[config.mk]
export PLATFORM = sky130hd
export DESIGN_NAME = char_motion_ctrl
export DESIGN_NICKNAME = d
export VERILOG_FILES = /design/src/rtl/char_phy_pkg.sv /design/src/rtl/phy_tick_gen.sv /design/src/rtl/char_motion_ctrl.sv
export SDC_FILE = /design/constraint.sdc
export NUM_CORES = 1
export LEC_CHECK = 0
export ABC_AREA = 1
export CAP_MARGIN = 10
export CORE_UTILIZATION = 40
export CTS_CLUSTER_SIZE = 30
export DETAILED_ROUTE_END_ITERATION = 8
export GPL_TIMING_DRIVEN = 0
export PLACE_DENSITY = 0.65
export SETUP_SLACK_MARGIN = 0.05
export SYNTH_ARGS = -nofsm -noshare
export SYNTH_HDL_FRONTEND = slang
export SYNTH_SLANG_ARGS = --single-unit
export TNS_END_PERCENT = 1
[constraint.sdc]
create_clock -name sys_clk -period 7.1 [get_ports sys_clk]
set_clock_uncertainty 0.15 [all_clocks]
set_input_delay 1.065 -clock sys_clk [delete_from_list [all_inputs] [get_ports sys_clk]]
set_output_delay 1.065 -clock sys_clk [all_outputs]
set_load 0.01 [all_outputs]
[src/rtl/char_phy_pkg.sv]
// Shared widths, FSM state encoding and wall-limit helpers for the character physics,
// pixel and block generators.
package char_phy_pkg;
    localparam int PHY_WIDTH        = 14;
    localparam int SIGNED_PHY_WIDTH = PHY_WIDTH + 1;

    localparam logic [1:0] ST_GROUND = 2'd0;
    localparam logic [1:0] ST_CHARGE = 2'd1;
    localparam logic [1:0] ST_AIR    = 2'd2;

    function automatic int calc_min_x(input int map_x_offset, input int wall_width);
        return map_x_offset + wall_width;
    endfunction

    function automatic int calc_max_x(input int map_x_offset, input int map_width_x,
                                      input int wall_width, input int char_width_x);
        return map_x_offset + map_width_x - wall_width - char_width_x;
    endfunction
endpackage

[src/rtl/phy_tick_gen.sv]
// Free-running divider: phy_tick is high for the one cycle in which the counter
// sits at TICK_DIV-1.
module phy_tick_gen #(
    parameter int TICK_DIV = 1000000
) (
    input  logic clk,
    input  logic rst,
    output logic phy_tick
);
    localparam int CW = (TICK_DIV > 1) ? $clog2(TICK_DIV) : 1;
    localparam logic [CW-1:0] LAST = CW'(TICK_DIV - 1);

    logic [CW-1:0] cnt_q, cnt_d;

    assign phy_tick = (cnt_q == LAST);

    always_comb begin
        cnt_d = phy_tick ? '0 : cnt_q + 1'b1;
    end

    always_ff @(posedge clk or posedge rst) begin
        if (rst) cnt_q <= '0;
        else     cnt_q <= cnt_d;
    end
endmodule

[src/rtl/char_motion_ctrl.sv]
// Character walk / charge / airborne physics, updated once per physics tick.
// Optional jump statistics outputs are built when CHAR_JUMP_STATS_EN is defined.
module char_motion_ctrl
    import char_phy_pkg::*;
#(
    parameter int TICK_DIV     = 1000000,
    parameter int MAP_X_OFFSET = 120,
    parameter int MAP_WIDTH_X  = 480,
    parameter int WALL_WIDTH   = 10,
    parameter int CHAR_WIDTH_X = 42,
    parameter int INIT_X       = 339,
    parameter int WALK_SPEED   = 2,
    parameter int H_JUMP_SPEED = 3,
    parameter int JUMP_GAIN    = 2,
    parameter int MAX_CHARGE   = 31,
    parameter int GRAVITY      = 1,
    parameter int MAX_FALL     = 24
) (
    input  logic                        sys_clk,
    input  logic                        sys_rst,
    input  logic                        left_btn,
    input  logic                        right_btn,
    input  logic                        jump_btn,
    output logic [PHY_WIDTH-1:0]        char_abs_x,
    output logic [PHY_WIDTH-1:0]        char_abs_y,
    output logic [SIGNED_PHY_WIDTH-1:0] char_vy,
    output logic [1:0]                  char_state,
    output logic                        facing,
    output logic                        phy_tick
`ifdef CHAR_JUMP_STATS_EN
    ,
    output logic [15:0]                 jump_cnt,
    output logic [PHY_WIDTH-1:0]        max_height
`endif
);
    localparam int PW  = PHY_WIDTH;
    localparam int SW  = SIGNED_PHY_WIDTH;
    localparam int SWX = SW + 1;
    localparam int CW  = $clog2(MAX_CHARGE + 1);

    localparam logic [PW-1:0] MIN_X   = PW'(calc_min_x(MAP_X_OFFSET, WALL_WIDTH));
    localparam logic [PW-1:0] MAX_X   = PW'(calc_max_x(MAP_X_OFFSET, MAP_WIDTH_X, WALL_WIDTH, CHAR_WIDTH_X));
    localparam logic [PW-1:0] WALK    = PW'(WALK_SPEED);
    localparam logic [PW-1:0] X_RESET = PW'(INIT_X);
    localparam logic [CW-1:0] CHG_MAX = CW'(MAX_CHARGE);
    localparam logic signed [SW-1:0] VX_JUMP = SW'(H_JUMP_SPEED);
    localparam logic signed [SW:0] GRAV_W  = SWX'(GRAVITY);
    localparam logic signed [SW:0] FALL_W  = SWX'(-MAX_FALL);
    localparam logic signed [SW:0] MIN_X_W = SWX'(calc_min_x(MAP_X_OFFSET, WALL_WIDTH));
    localparam logic signed [SW:0] MAX_X_W = SWX'(calc_max_x(MAP_X_OFFSET, MAP_WIDTH_X, WALL_WIDTH, CHAR_WIDTH_X));
    localparam logic signed [SW:0] Y_TOP_W = SWX'((1 << PW) - 1);

    logic [2:0] btn_raw, btn_sync;
    logic       btn_l, btn_r, btn_j;

    assign btn_raw = {jump_btn, right_btn, left_btn};

    for (genvar gi = 0; gi < 3; gi++) begin : g_sync
        logic s1_q, s2_q;
        always_ff @(posedge sys_clk or posedge sys_rst) begin
            if (sys_rst) begin
                s1_q <= 1'b0;
                s2_q <= 1'b0;
            end else begin
                s1_q <= btn_raw[gi];
                s2_q <= s1_q;
            end
        end
        assign btn_sync[gi] = s2_q;
    end

    assign btn_l = btn_sync[0];
    assign btn_r = btn_sync[1];
    assign btn_j = btn_sync[2];

    phy_tick_gen #(.TICK_DIV(TICK_DIV)) u_tick (
        .clk      (sys_clk),
        .rst      (sys_rst),
        .phy_tick (phy_tick)
    );

    logic [PW-1:0]        x_q, x_d, y_q, y_d;
    logic signed [SW-1:0] vx_q, vx_d, vy_q, vy_d;
    logic [1:0]           st_q, st_d;
    logic                 face_q, face_d;
    logic [CW-1:0]        chg_q, chg_d;
    logic signed [SW:0]   x_sum, y_sum, vy_dec;

    always_comb begin
        x_d    = x_q;
        y_d    = y_q;
        vx_d   = vx_q;
        vy_d   = vy_q;
        st_d   = st_q;
        face_d = face_q;
        chg_d  = chg_q;
        // One bit of headroom so walls, floor and ceiling can all be tested signed.
        x_sum  = $signed({2'b00, x_q}) + $signed({vx_q[SW-1], vx_q});
        y_sum  = $signed({2'b00, y_q}) + $signed({vy_q[SW-1], vy_q});
        vy_dec = $signed({vy_q[SW-1], vy_q}) - GRAV_W;
        if (phy_tick) begin
            case (st_q)
                ST_GROUND: begin
                    if (btn_j) begin
                        st_d  = ST_CHARGE;
                        chg_d = '0;
                    end else if (btn_r && !btn_l) begin
                        face_d = 1'b1;
                        x_d    = (x_q + WALK > MAX_X) ? MAX_X : x_q + WALK;
                    end else if (btn_l && !btn_r) begin
                        face_d = 1'b0;
                        x_d    = (x_q < MIN_X + WALK) ? MIN_X : x_q - WALK;
                    end
                end
                ST_CHARGE: begin
                    if (btn_j) begin
                        chg_d = (chg_q == CHG_MAX) ? chg_q : chg_q + 1'b1;
                    end else begin
                        st_d = ST_AIR;
                        vy_d = SW'(int'(chg_q) * JUMP_GAIN);
                        if (btn_r && !btn_l) begin
                            vx_d   = VX_JUMP;
                            face_d = 1'b1;
                        end else if (btn_l && !btn_r) begin
                            vx_d   = -VX_JUMP;
                            face_d = 1'b0;
                        end else begin
                            vx_d = '0;
                        end
                    end
                end
                ST_AIR: begin
                    if (x_sum < MIN_X_W) begin
                        x_d  = MIN_X;
                        vx_d = -vx_q;
                    end else if (x_sum > MAX_X_W) begin
                        x_d  = MAX_X;
                        vx_d = -vx_q;
                    end else begin
                        x_d = x_sum[PW-1:0];
                    end
                    vy_d = (vy_dec < FALL_W) ? FALL_W[SW-1:0] : vy_dec[SW-1:0];
                    if (y_sum <= 0) begin
                        y_d  = '0;
                        vx_d = '0;
                        vy_d = '0;
                        st_d = ST_GROUND;
                    end else if (y_sum > Y_TOP_W) begin
                        y_d  = '1;
                        vy_d = '0;
                    end else begin
                        y_d = y_sum[PW-1:0];
                    end
                end
                default: st_d = ST_GROUND;
            endcase
        end
    end

    always_ff @(posedge sys_clk or posedge sys_rst) begin
        if (sys_rst) begin
            x_q    <= X_RESET;
            y_q    <= '0;
            vx_q   <= '0;
            vy_q   <= '0;
            st_q   <= ST_GROUND;
            face_q <= 1'b1;
            chg_q  <= '0;
        end else begin
            x_q    <= x_d;
            y_q    <= y_d;
            vx_q   <= vx_d;
            vy_q   <= vy_d;
            st_q   <= st_d;
            face_q <= face_d;
            chg_q  <= chg_d;
        end
    end

    assign char_abs_x = x_q;
    assign char_abs_y = y_q;
    assign char_vy    = vy_q;
    assign char_state = st_q;
    assign facing     = face_q;

`ifdef CHAR_JUMP_STATS_EN
    logic [15:0]   jump_cnt_q, jump_cnt_d;
    logic [PW-1:0] max_h_q, max_h_d;

    always_comb begin
        jump_cnt_d = (st_q == ST_CHARGE && st_d == ST_AIR) ? jump_cnt_q + 16'd1 : jump_cnt_q;
        max_h_d    = (y_q > max_h_q) ? y_q : max_h_q;
    end

    always_ff @(posedge sys_clk or posedge sys_rst) begin
        if (sys_rst) begin
            jump_cnt_q <= '0;
            max_h_q    <= '0;
        end else begin
            jump_cnt_q <= jump_cnt_d;
            max_h_q    <= max_h_d;
        end
    end

    assign jump_cnt   = jump_cnt_q;
    assign max_height = max_h_q;
`endif
endmodule
==> metrics <==
Max IR drop VDD 0.113 mV; slowest cell on the critical path clkdlybuf4s50_1; Worst R2R Path Depth 16; Die Height 143 um; RSZ-0062 raised after global routing no; Final min period 3.47 ns; CP Class reg2out; number of synthesized flops with an enable pin 0; clk_lat worst skew 0.36 ns; worst-margin pin slew 0.682 ns; crit-path leading delay family buffers and inverters; power density cells 114 nW/um2; Setup crit end kind output pin; Vias 7602; Distinct cells, synth 52; top routing layer used met4; Hold EP btn_j$_DFF_PP0_; Fill cells 1995; max cap viols 0; Via-to-Cell Ratio 5.00; CTS tree built; Worst path most repeated cell nand2_1; Reg2Reg Capture Point char_abs_y[1]$_DFFE_PP0P_; Nets 1298; worst reg2reg startpoint char_vy[0]$_DFFE_PP0P_; r2r setup slk 3.73 ns; hold_buf cts 0; vias in the first global route 6855; fin util 0.469; Cell Chain, Critical Path ha_1 -> nand3_1 -> nor2_1 -> nand2_1 -> nor2_2 -> nand2_1 -> inv_1 -> clkdlybuf4s50_1; post-route non-filler standard cell count 1520; hold path depth 0; row count 51; Yosys warning total 0; hold path startpoint g_sync[2].s1_q$_DFF_PP0_; met2 wire len 8830 um; top-level port count 52; Required @ worst endpoint 5.88 ns; final antenna-violating net count 0; Yosys reg bits 92; final slew viol count 0; Pre-antenna DRT Iters 5; multi-input gate area in the final layout 4840 um2; Startpoint Class flop; fin crit share 0.489; DRC 0; Mapped Cells 1188; Worst path depth 8; Die W 143 um; status complete, no violations; Synth Area in Simple Gates 0.370; Placed Cells incl. Taps 1505; die footprint 20500 um2; post-synthesis compound-gate area fraction 0.108; commonest non-fill, non-tap cells in the layout nand2_1, inv_1, nor2_1, nand3_1, dfrtp_1; WL met3 1080 um; CTS buffer count 9; Slew HR 0.546; initial drt markers 576; sequential cell area 2310 um2; Root Driver clkbuf_16; Post-synth top flop dfrtp_1; Arr. time, crit path 2.25 ns; commonest non-fill, non-tap cell in the layout nand2_1; mean post-synth cell area 6.70 um2; post-CTS sizing 0; Reg clk slew, reported paths 0.07 ns; Final Hold Viols 0; post-DP HPWL 16500 um; Worst Hold Class reg2reg; Clock Sinks 92; total gr overflow 0; # setup viols final 0; Fin Setup TNS 0 ns; xor and xnor area share after synthesis 0.0605; initial core utilization 0.409; drt total wl 20900 um; Metal-1 WL 10700 um; initial antenna violation count 0; routability cong. 0.908; maximum number of pins on one net before global-route repair 49; Cell Area, Synth 7970 um2; clock buffer depth 2; total core area 19500 um2; Synth Net Count 1235; Ant. Diodes 0; P_leak 4.78 nW; main combinational cell family by area after synthesis simple AND/OR/NAND/NOR gates; Post-CTS Setup Bufs 0; H-tree levels 3; fraction of layout cells with a size suffix above 1 0.0876; per-cell routed wire length 13.8 um; max incr delay on CP 0.57 ns; Max Fclk 288 MHz; port bufs 51; Layout area overhead 14.6%; Total GRT Usage 0.214; Crit Path Max Fanout 3; Async SR Flop Fraction 1.00; sequential-to-total area share from yosys stat 0.290; post-synthesis mux area share 0.00126; global-route wire length before repair 34400 um; buffers plus inverters on the worst setup path 2; Synth Area in Adders 0.0679
## metal layers
| layer | track usage | vias up |
|---|---|---|
| li1 | - | 3934 |
| met3 | 0.0335 | 19 |
| met1 | 0.316 | 3488 |
| met5 | 0 | - |
| met2 | 0.324 | 161 |
| met4 | 0.0492 | 0 |
## worst reg2reg max path, cell delays in order, from the launching register on
cell and delay, ns:
dfrtp_1 0.53, ha_1 0.27, inv_1 0.06, fa_1 0.42, inv_1 0.12, nand3_1 0.07, nand3_1 0.14, nand2_1 0.10
nand2_1 0.06, nand2_1 0.06, nand2_1 0.06, nand3_1 0.11, nor2_1 0.20, nand3_4 0.16, nand4_1 0.28, clkbuf_2 0.34
o22ai_1 0.11
## state kept, by name, summed over array words and instances (netlist names)
register      flops
btn_j             1
char_state        2
btn_l             1
chg_q             5
vx_q             15
char_abs_y       14
char_vy          15
char_abs_x       14
facing            1
u_tick.cnt_q     20
g_sync.s1_q       3
btn_r             1
## worst max path at each step
stage / start / to / slack (ns)
floorplan: sys_rst / btn_j$_DFF_PP0_ / 3.50
global placement: sys_rst / char_abs_y[8]$_DFFE_PP0P_ / 1.88
detailed placement: char_vy[0]$_DFFE_PP0P_ / char_abs_y[1]$_DFFE_PP0P_ / 3.76
CTS: u_tick.cnt_q[0]$_DFF_PP0_ / phy_tick / 3.60
global route: u_tick.cnt_q[0]$_DFF_PP0_ / phy_tick / 3.40
finish: u_tick.cnt_q[0]$_DFF_PP0_ / phy_tick / 3.63
## kinds of logic (layout without fill, tap and decap cells)
| family | count (synthesis) | in the layout |
|---|---|---|
| AO/OA/AOI/OAI | 147 | 147 |
| adder cells (fa/ha/maj) | 42 | 42 |
| flip-flops | 92 | 92 |
| multiplexers | 1 | 1 |
| buffers and inverters | 205 | 272 |
| AND/OR/NAND/NOR | 646 | 646 |
| XOR/XNOR | 55 | 55 |
## cell usage after synthesis, types with 2 or more instances
cell | count | area, um2
a21boi_0 | 5 | 37.5
a21boi_1 | 4 | 30.0
a21oi_1 | 54 | 270
and2_1 | 3 | 18.8
buf_2 | 6 | 30.0
clkbuf_1 | 7 | 26.3
dfrtp_1 | 86 | 2150
dfstp_2 | 6 | 158
fa_1 | 2 | 40.0
ha_1 | 40 | 500
inv_1 | 179 | 672
inv_2 | 8 | 30.0
nand2_1 | 334 | 1250
nand2_2 | 21 | 131
nand3_1 | 88 | 440
nand3_2 | 5 | 50.1
nand3_4 | 4 | 70.1
nand3b_1 | 4 | 30.0
nand4_1 | 31 | 194
nor2_1 | 102 | 383
nor2_2 | 10 | 62.6
nor2_4 | 4 | 45.0
nor3_1 | 25 | 125
nor3_2 | 4 | 40.0
nor4_1 | 4 | 25.0
o211ai_1 | 3 | 22.5
o21a_1 | 2 | 15.0
o21ai_0 | 39 | 195
o21ai_1 | 14 | 70.1
o21ai_2 | 16 | 140
o31ai_1 | 4 | 30.0
xnor2_1 | 5 | 43.8
xor2_1 | 50 | 438
## stage by stage
step	setup slack, ns	area (um2)	hold WS [ns]	power, W
6_report	3.63	9130	0.198	0.00104
5_1_grt	3.40	9130	0.205	0.00108
4_1_cts	3.60	9130	0.200	0.00106
3_5_place_dp	3.76	8840	0.185	0.000562
3_3_place_gp	1.88	8810	0.185	0.000559
2_1_floorplan	3.50	7970	0.181	0.000551
## where the power goes
| part | switching [W] | leakage, nW | internal, W |
|---|---|---|---|
| clock network | 0.000219 | 0.135 | 0.000273 |
| registers | 0.000000865 | 1.24 | 0.000526 |
| logic | 0.0000184 | 3.41 | 0.00000608 |
## area by class of cell
class                           instances  share of cell area
Buffer                                 17              0.0100
Clock buffer                           10              0.0251
Clock inverter                          5             0.00685
Inverter                              188              0.0791
Multi-Input combinational cell        891               0.531
Sequential cell                        92               0.253
Tap cell                              265              0.0363
Timing Repair Buffer                   52              0.0589
No activity file was read; power rests on OpenSTA's default activity.
